<file path="config.mk">
export PLATFORM = sky130hd
export DESIGN_NAME = mac_result_serializer_flat
export DESIGN_NICKNAME = d
export VERILOG_FILES = /design/src/rtl/mac_result_serializer_if.sv /design/src/rtl/mac_result_serializer.sv /design/src/flat_wrapper.sv
export SDC_FILE = /design/constraint.sdc
export NUM_CORES = 1
export LEC_CHECK = 0
export ABC_CLOCK_PERIOD_IN_PS = 1400
export BUFFER_PORTS_ARGS = -buffer_cell sky130_fd_sc_hd__buf_2
export CORE_MARGIN = 4
export CORE_UTILIZATION = 45
export DETAILED_ROUTE_END_ITERATION = 10
export PLACE_DENSITY = 0.79
export SLEW_MARGIN = 5
export SYNTH_ARGS = -nofsm -noshare
export SYNTH_HDL_FRONTEND = slang
export SYNTH_SLANG_ARGS = --single-unit
</file>
<file path="constraint.sdc">
create_clock -name clk -period 1.4 [get_ports clk]
set_input_delay 0.14 -clock clk [delete_from_list [all_inputs] [get_ports clk]]
set_output_delay 0.14 -clock clk [all_outputs]
set_load 0.005 [all_outputs]
</file>
<file path="src/rtl/mac_result_serializer_if.sv">
// -----------------------------------------------------------------------------
// mac_result_serializer_if
//   Handshake bundle between the MAC result storage, the bit-serial readout
//   stage and the downstream pad driver.
//
//   Load side (upstream -> serializer):
//     load_valid  parallel word present on d_in
//     load_ready  serializer can take a parallel word this cycle
//     d_in        parallel accumulator result, WIDTH bits
//   Serial side (serializer -> downstream):
//     tx_bit      current serial bit, MSB first
//     tx_valid    tx_bit is valid
//     tx_ready    downstream accepts tx_bit this cycle
//     tx_last     tx_bit is bit 0 of the word
//     busy        a word is in flight (same as tx_valid)
//
//   modport slave  : the serializer itself
//   modport master : whoever drives loads and consumes bits (the environment)
// -----------------------------------------------------------------------------
interface mac_result_serializer_if #(
    parameter int WIDTH = 16
);
    logic             load_valid;
    logic             load_ready;
    logic [WIDTH-1:0] d_in;
    logic             tx_bit;
    logic             tx_valid;
    logic             tx_ready;
    logic             tx_last;
    logic             busy;

    modport slave (
        input  load_valid,
        input  d_in,
        input  tx_ready,
        output load_ready,
        output tx_bit,
        output tx_valid,
        output tx_last,
        output busy
    );

    modport master (
        output load_valid,
        output d_in,
        output tx_ready,
        input  load_ready,
        input  tx_bit,
        input  tx_valid,
        input  tx_last,
        input  busy
    );
endinterface

</file>
<file path="src/rtl/mac_result_serializer.sv">
// -----------------------------------------------------------------------------
// mac_result_serializer
//   Bit-serial readout stage for the MAC unit. Captures a parallel accumulator
//   result in one cycle and shifts it out MSB-first, one bit per accepted
//   valid/ready transfer. A new word may be loaded on the edge that transfers
//   the last bit of the current word, giving gap-free back-to-back streaming.
//
//   Parameters:
//     WIDTH   result width in bits (2..32); must match the interface WIDTH
//   Ports:
//     clk     system clock, rising edge
//     r       asynchronous active-low reset
//     bus     mac_result_serializer_if.slave handshake bundle
//
//   All outputs except load_ready decode straight from flops; load_ready has a
//   combinational path from tx_ready so a reload can land on the last-bit edge.
// -----------------------------------------------------------------------------
module mac_result_serializer #(
    parameter int WIDTH = 16
) (
    input  logic                     clk,
    input  logic                     r,
    mac_result_serializer_if.slave   bus
);

    localparam int CW = $clog2(WIDTH);
    localparam logic [CW-1:0] LAST_CNT = CW'(WIDTH - 1);

    typedef enum logic {
        IDLE  = 1'b0,
        SHIFT = 1'b1
    } state_t;

    state_t           state_q, state_d;
    logic [WIDTH-1:0] sr_q, sr_d;
    logic [CW-1:0]    cnt_q, cnt_d;

    logic tx_valid_w;
    logic tx_last_w;
    logic load_ready_w;
    logic load_acc;
    logic tx_acc;

    // ------------------------------------------------------------------
    // Output decode
    // ------------------------------------------------------------------
    assign tx_valid_w   = (state_q == SHIFT);
    assign tx_last_w    = tx_valid_w && (cnt_q == LAST_CNT);
    // Ready either when empty, or when the final bit leaves on this edge.
    assign load_ready_w = (state_q == IDLE) || (tx_last_w && bus.tx_ready);

    assign load_acc = bus.load_valid && load_ready_w;
    assign tx_acc   = tx_valid_w && bus.tx_ready;

    assign bus.tx_bit     = sr_q[WIDTH-1];
    assign bus.tx_valid   = tx_valid_w;
    assign bus.busy       = tx_valid_w;
    assign bus.tx_last    = tx_last_w;
    assign bus.load_ready = load_ready_w;

    // ------------------------------------------------------------------
    // Next-state logic
    // ------------------------------------------------------------------
    always_comb begin
        state_d = state_q;
        sr_d    = sr_q;
        cnt_d   = cnt_q;

        if (load_acc) begin
            // A load on the last-bit edge overrides the drain to IDLE.
            sr_d    = bus.d_in;
            cnt_d   = '0;
            state_d = SHIFT;
        end else if (tx_acc) begin
            if (tx_last_w) begin
                sr_d    = '0;
                cnt_d   = '0;
                state_d = IDLE;
            end else begin
                sr_d  = {sr_q[WIDTH-2:0], 1'b0};
                cnt_d = cnt_q + 1'b1;
            end
        end
        // Otherwise idle or stalled: everything holds.
    end

    // ------------------------------------------------------------------
    // State registers
    // ------------------------------------------------------------------
    always_ff @(posedge clk or negedge r) begin
        if (!r) begin
            state_q <= IDLE;
            sr_q    <= '0;
            cnt_q   <= '0;
        end else begin
            state_q <= state_d;
            sr_q    <= sr_d;
            cnt_q   <= cnt_d;
        end
    end

endmodule

</file>
<file path="src/flat_wrapper.sv">
// flat-port wrapper written by rule: the top's interface ports become plain ports
module mac_result_serializer_flat 
#(
    parameter int WIDTH = 16
)
  (clk, r, bus_load_valid, bus_d_in, bus_tx_ready, bus_load_ready, bus_tx_bit, bus_tx_valid, bus_tx_last, bus_busy);
  mac_result_serializer_if #(.WIDTH(WIDTH)) bus_i ();
  input  logic clk;
  input  logic r;
  input wire logic [$bits(bus_i.load_valid)-1:0] bus_load_valid;
  input wire logic [$bits(bus_i.d_in)-1:0] bus_d_in;
  input wire logic [$bits(bus_i.tx_ready)-1:0] bus_tx_ready;
  output wire logic [$bits(bus_i.load_ready)-1:0] bus_load_ready;
  output wire logic [$bits(bus_i.tx_bit)-1:0] bus_tx_bit;
  output wire logic [$bits(bus_i.tx_valid)-1:0] bus_tx_valid;
  output wire logic [$bits(bus_i.tx_last)-1:0] bus_tx_last;
  output wire logic [$bits(bus_i.busy)-1:0] bus_busy;
  assign bus_i.load_valid = bus_load_valid;
  assign bus_i.d_in = bus_d_in;
  assign bus_i.tx_ready = bus_tx_ready;
  assign bus_load_ready = bus_i.load_ready;
  assign bus_tx_bit = bus_i.tx_bit;
  assign bus_tx_valid = bus_i.tx_valid;
  assign bus_tx_last = bus_i.tx_last;
  assign bus_busy = bus_i.busy;
  mac_result_serializer #(.WIDTH(WIDTH)) u_core (.clk(clk), .r(r), .bus(bus_i));
endmodule
</file>
==> results of run 1 <==
[cells by family after synthesis]
group | Yosys count
AO/OA/AOI/OAI | 23
XOR/XNOR | 1
adder cells (fa/ha/maj) | 1
buffers and inverters | 6
flip-flops | 21
multiplexers | 2
AND/OR/NAND/NOR | 28
[layout by cell type, fill, tap and decap left out, drive strengths merged]
cell type,synthesis,final
clkbuf,0,4
ha,1,1
xnor2,1,1
mux2,1,1
nand4,2,2
dfrtp,21,21
nand3,2,2
and3,1,1
o311ai,1,1
nor2b,1,1
nor2,2,2
and2,16,16
o21ai,4,4
a221o,15,15
a22o,2,2
buf,5,33
mux2i,1,1
nand2,4,4
dlygate4sd3,0,1
inv,1,1
a21oi,1,1
[worst min-delay path by stage]
stage          slack, ns                           to        start  cells after the start
6_report            0.05   u_core.sr_q[0]$_DFFE_PN0P_  bus_d_in[0]                      2
5_1_grt             0.04   u_core.sr_q[0]$_DFFE_PN0P_  bus_d_in[0]                      2
4_1_cts             0.04   u_core.sr_q[0]$_DFFE_PN0P_  bus_d_in[0]                      2
3_5_place_dp        0.12  u_core.cnt_q[2]$_DFFE_PN0P_            r                      1
3_3_place_gp        0.11  u_core.cnt_q[2]$_DFFE_PN0P_            r                      1
2_1_floorplan      -0.16  u_core.bus.busy$_DFFE_PN0P_            r                      0
[synthesized netlist by cell type]
master | number | area, um2
mux2_2 | 1 | 11.26
buf_6 | 3 | 33.78
mux2i_2 | 1 | 13.76
buf_4 | 2 | 15.01
o311ai_0 | 1 | 8.760
nand4_1 | 2 | 12.51
a22o_1 | 2 | 17.52
and3_1 | 1 | 6.260
dfrtp_1 | 21 | 525.5
nor2_1 | 1 | 3.750
o21ai_0 | 4 | 20.02
a21oi_2 | 1 | 8.760
and2_1 | 13 | 81.33
inv_1 | 1 | 3.750
xnor2_1 | 1 | 8.760
nand2_1 | 4 | 15.01
a221o_1 | 15 | 150.1
ha_1 | 1 | 12.51
nand3_1 | 2 | 10.01
nor2b_1 | 1 | 6.260
and2_0 | 3 | 18.77
nor2_2 | 1 | 6.260
[state kept, by name, summed over array words and instances, names as in the netlist]
name             count
u_core.bus.busy      1
u_core.cnt_q         4
u_core.sr_q         16
[layer usage]
| metal | GRT usage | vias to the layer above | share of wire |
|---|---|---|---|
| met4 | 0.06073 | 0 | 0.010 |
| met5 | 0 | - | 0 |
| met3 | 0.03485 | 4 | 0.068 |
| met1 | 0.2264 | 393 | 0.43 |
| met2 | 0.2638 | 30 | 0.49 |
| li1 | - | 377 | - |
[power by group]
group          internal (mW)  switching, mW  leakage (nW)
Combinational          0.441          0.293         0.318
Sequential             0.840          0.167         0.270
Clock                  0.111          0.177        0.0150
[layout make-up]
type / count / share of cell area
multi-input combinational: 55 / 0.3555
inverter: 1 / 0.002979
clock buffer: 4 / 0.02085
sequential: 21 / 0.4171
timing repair buffer: 34 / 0.1768
tap: 27 / 0.02681
[per-stage QoR]
step / hold slack, ns / total power [mW] / cells
after detailed placement: 0.1168 / 1.627 / 133
final: 0.04818 / 2.029 / 142
after global placement: 0.1142 / 1.584 / 133
after floorplan: -0.1556 / 1.424 / 82
after global routing: 0.03930 / 2.170 / 142
after CTS: 0.04064 / 1.992 / 140
[repair_timing]
action                                  CTS  global route
pin swaps                                 4             1
resized for setup                         6             0
endpoints found under the setup margin   19            18
hold buffers                              1             0
buffers inserted                          2             2
hold endpoints to repair                 21             0
==> flow_summary.ini, run 1 <==
[status]
status = finished with violations
violations = setup timing

[timing]
setup_ws_ns = -0.1056
skew_ns = 0.002778
tns_ns = -0.6820
slew_headroom = 0.7013
finalHoldViolCount = 0
rsz0062_at_grt = true
setup_viol = 17
finalCriticalPeriod_ns = 1.506
timing.fmax_mhz = 664.2
period_share = 1.075
tightest_slew_ns = 0.4387
report.final.slew_viol_count = 0

[drt]
routedWlPerCell_um = 15.18
first_pass_iters = 5
drc = 0
wl_um = 2156
drt_iter0_drc = 25
num_vias = 804
antenna_left = 0
viasPerCell = 5.662

[cells_and_area]
multi_input_area_um2 = 447.9
antenna_cells = 0
final_util = 0.6231
area_growth_pct = 27.31
fin_nets = 137
finalInstanceArea_um2 = 1260
fill_cells = 173
layout-drive-gt1-share = 0.3652
seq_area_um2 = 525.5

[grt]
grt_pass1_vias = 743
grt_overflow = 0
track_usage = 0.1671
grt_pass1_wl_um = 3525
grt_max_degree = 22
antenna_found_initial = 0

[clock_network]
clk_pin_slew_ns = 0.11
clk_latency_ns = 0.30
cts.path.max_buffers = 2
h-tree-depth = 1
cts_num_sinks = 21
root_buffer = clkbuf_4
cts_inserted_buffers = 3
tritoncts = yes

[setup_path]
cp-end-kind = output pin
r2r_slack_ns = -0.05
worstSetupStartpoint = u_core.cnt_q[1]$_DFFE_PN0P_
critPathLaunchType = register
path_depth = 5
r2r-start = u_core.cnt_q[1]$_DFFE_PN0P_
arrival_ns = 1.37
crit_family = flip-flops
cp.buffers_inverters = 2
critPathCapture = bus_load_ready
crit_fanout = 3
rr_endpoint = u_core.sr_q[10]$_DFFE_PN0P_
reg2reg_depth = 5
slowest_stage = dfrtp_1
path_class = register to output pin
path_cells = ha_4, nand4_1, buf_4, nand2_2, buf_2
required_ns = 1.26
critPathMaxStageDelay_ns = 0.41

[synthesis]
syn-num-nets = 103
synth_xor_xnor_area_share = 0.008850
syn_area_per_cell_um2 = 12.07
syn_area_um2 = 989.7
synth.area.mux_share = 0.02528
synth_seq_cells = 21
synth_cell_type_count = 22
synthAdderAreaFrac = 0.01264
ys_warn_count = 0
synth-compound-area-share = 0.2073
seq_area_frac_synth = 0.5310
synth_top_family_by_area = compound AO/OA/AOI/OAI gates
synthCells = 82
synth_simple_gate_area_frac = 0.1618

[floorplan]
placementRows = 16
ios = 25
die_y_um = 54.90
start_util = 0.4895
fp.dieArea_um2 = 3013
die_x_um = 54.90
core_um2 = 2022

[flow_run]
maxCapViolations = 0

[place]
dpl-instance-area_um2 = 1132
place_ws_ns = -0.2523
routabilityCongestion = 0.7861
port_buffers = 24
dp_hpwl_um = 1469

[power_and_ir_drop]
p_per_area_nw_per_um2 = 1610
vdd_ir_drop_max_v = 0.0009300
cellLeakagePower_nw = 0.6038

[worst_hold_path]
hold_path_class = input port to register
Note: power is estimated with default switching activity, not from simulation.
==> run 2: changes to the inputs <==
BUFFER_PORTS_ARGS = unset   (was -buffer_cell sky130_fd_sc_hd__buf_2)
CAP_MARGIN = 30   (was unset)
DONT_BUFFER_PORTS = 1   (was unset)
PLACE_DENSITY = 0.73   (was 0.79)
==> flow_summary.ini, run 2 (same netlist as run 1, synthesis figures left out) <==
[status]
status = finished with violations
violations = setup timing

[floorplan]
start_util = 0.4895
core_um2 = 2022
placementRows = 16
die_y_um = 54.90
ios = 25
fp.dieArea_um2 = 3013
die_x_um = 54.90

[drt]
viasPerCell = 5.832
antenna_left = 0
drt_iter0_drc = 14
drc = 0
routedWlPerCell_um = 16.40
wl_um = 2247
num_vias = 799
first_pass_iters = 4

[setup_path]
rr_endpoint = u_core.sr_q[3]$_DFFE_PN0P_
required_ns = 1.58
worstSetupStartpoint = u_core.cnt_q[1]$_DFFE_PN0P_
arrival_ns = 1.65
path_class = register to register
critPathLaunchType = register
path_cells = ha_2, and3_2, nor2_4, buf_12, a221o_1
cp-end-kind = register
r2r_slack_ns = -0.07
critPathCapture = u_core.sr_q[3]$_DFFE_PN0P_
reg2reg_depth = 5
slowest_stage = dfrtp_1
crit_fanout = 16
r2r-start = u_core.cnt_q[1]$_DFFE_PN0P_
critPathMaxStageDelay_ns = 0.38

[clock_network]
cts_inserted_buffers = 3
tritoncts = yes
h-tree-depth = 1
cts_num_sinks = 21
cts.path.max_buffers = 2
clk_pin_slew_ns = 0.11
clk_latency_ns = 0.29
root_buffer = clkbuf_4

[timing]
finalCriticalPeriod_ns = 1.469
report.final.slew_viol_count = 0
setup_ws_ns = -0.06915
rsz0062_at_grt = true
setup_viol = 17
period_share = 1.049
tns_ns = -0.7652
tightest_slew_ns = 0.4459
slew_headroom = 0.6964
finalHoldViolCount = 0
timing.fmax_mhz = 680.7
skew_ns = 0.001811

[cells_and_area]
layout_common_cells = dfrtp_1 (21), dlygate4sd3_1 (17), a221o_1 (15), and2_1 (13), buf_4 (9)
area_growth_pct = 34.01
antenna_cells = 0
finalInstanceArea_um2 = 1326
final_common_cell = dfrtp_1
regMostFlops = u_core.sr_q
layout-drive-gt1-share = 0.2000
fin_nets = 132
fill_cells = 163
largest_reg_flops = 16

[power_and_ir_drop]
p_per_area_nw_per_um2 = 1555
combPwrFrac = 0.374
vdd_ir_drop_max_v = 0.0008608
switching_share = 0.3107
intPower_mw = 1.422
cellLeakagePower_nw = 0.5926
pwr-share-clk = 0.135
seqPwrFrac = 0.491
p_switching_mw = 0.6408

[place]
dp_hpwl_um = 1361
dpl-instance-area_um2 = 1020
port_buffers = 0
routabilityCongestion = 0.7941

[grt]
grt_max_degree = 22
grt_pass1_vias = 860
track_usage = 0.1683
grt_overflow = 0
grt_pass1_wl_um = 3519
antenna_found_initial = 0

[flow_run]
maxCapViolations = 0

[worst_hold_path]
hold_path_class = input port to register
-- run 2: cell count changes in the layout (fill, tap and decap cells not counted) --
cell / previous run / this run
buf_2: 24 / 0
dlygate4sd3_1: 1 / 17
buf_4: 7 / 9
and3_1: 1 / 0
and3_2: 0 / 1
buf_8: 0 / 1
ha_2: 0 / 1
ha_4: 1 / 0
nand2_2: 1 / 0
nand2_4: 0 / 1
-- run 2: through the flow --
step                      power (mW)  setup WS (ns)    util  hold WS, ns  cells
final                          2.063       -0.06915  0.6559      0.02322    137
after global routing           2.176        -0.1196  0.6559      0.02443    137
after CTS                      2.000       -0.04115  0.6343     0.007942    134
after detailed placement       1.587        -0.2413  0.5043      -0.1550    110
after global placement         1.558        -0.1756  0.5043      -0.1551    110
after floorplan                1.424        0.02662       -      -0.1556     82
-- run 2: area by class of cell --
| type | count | area, um2 | area share |
|---|---|---|---|
| clock buffers | 4 | 26.28 | 0.01981 |
| inverters | 1 | 3.754 | 0.002830 |
| multi-input cells | 55 | 444.2 | 0.3349 |
| flip-flops and latches | 21 | 525.5 | 0.3962 |
| well taps | 27 | 33.78 | 0.02547 |
| repair buffers | 29 | 292.8 | 0.2208 |
-- run 2: power by group through the flow --
stage	Clock, mW	Combinational [mW]	Sequential [mW]
final	0.278	0.772	1.01
after global routing	0.310	0.834	1.03
after CTS	0.293	0.710	0.997
after detailed placement	0	0.588	0.999
after global placement	0	0.564	0.994
after floorplan	0	0.464	0.960
-- run 2: routing by layer --
| metal | global-route usage | share of wire | up-vias |
|---|---|---|---|
| li1 | - | - | 364 |
| met1 | 0.2010 | 0.42 | 404 |
| met2 | 0.2894 | 0.50 | 27 |
| met3 | 0.02413 | 0.066 | 4 |
| met4 | 0.09312 | 0.017 | 0 |
| met5 | 0 | 0 | - |
-- run 2: repair_timing --
action                                  in CTS  in global routing
endpoints found under the setup margin      19                 18
setup buffers                                3                  2
endpoints found under the hold margin       37                  0
pin swaps                                    5                  2
hold buffers                                17                  0
gates resized for setup                      6                  1
-- run 2: worst min-delay path by stage --
stage,depth (start not counted),end,slack [ns],from
floorplan,0,u_core.bus.busy$_DFFE_PN0P_,-0.16,r
global placement,0,u_core.sr_q[4]$_DFFE_PN0P_,-0.16,r
detailed placement,0,u_core.sr_q[3]$_DFFE_PN0P_,-0.16,r
CTS,2,u_core.bus.busy$_DFFE_PN0P_,0.008,bus_load_valid
global route,2,u_core.bus.busy$_DFFE_PN0P_,0.02,bus_load_valid
finish,2,u_core.bus.busy$_DFFE_PN0P_,0.02,bus_load_valid
-- run 2: worst max-delay path, delay by kind of cell, from the launching register on --
kind / cells / cell delay, ns
flip-flops: 1 / 0.38
AO/OA/AOI/OAI: 1 / 0.35
AND/OR/NAND/NOR: 2 / 0.27
adder cells (fa/ha/maj): 1 / 0.21
buffers and inverters: 1 / 0.14
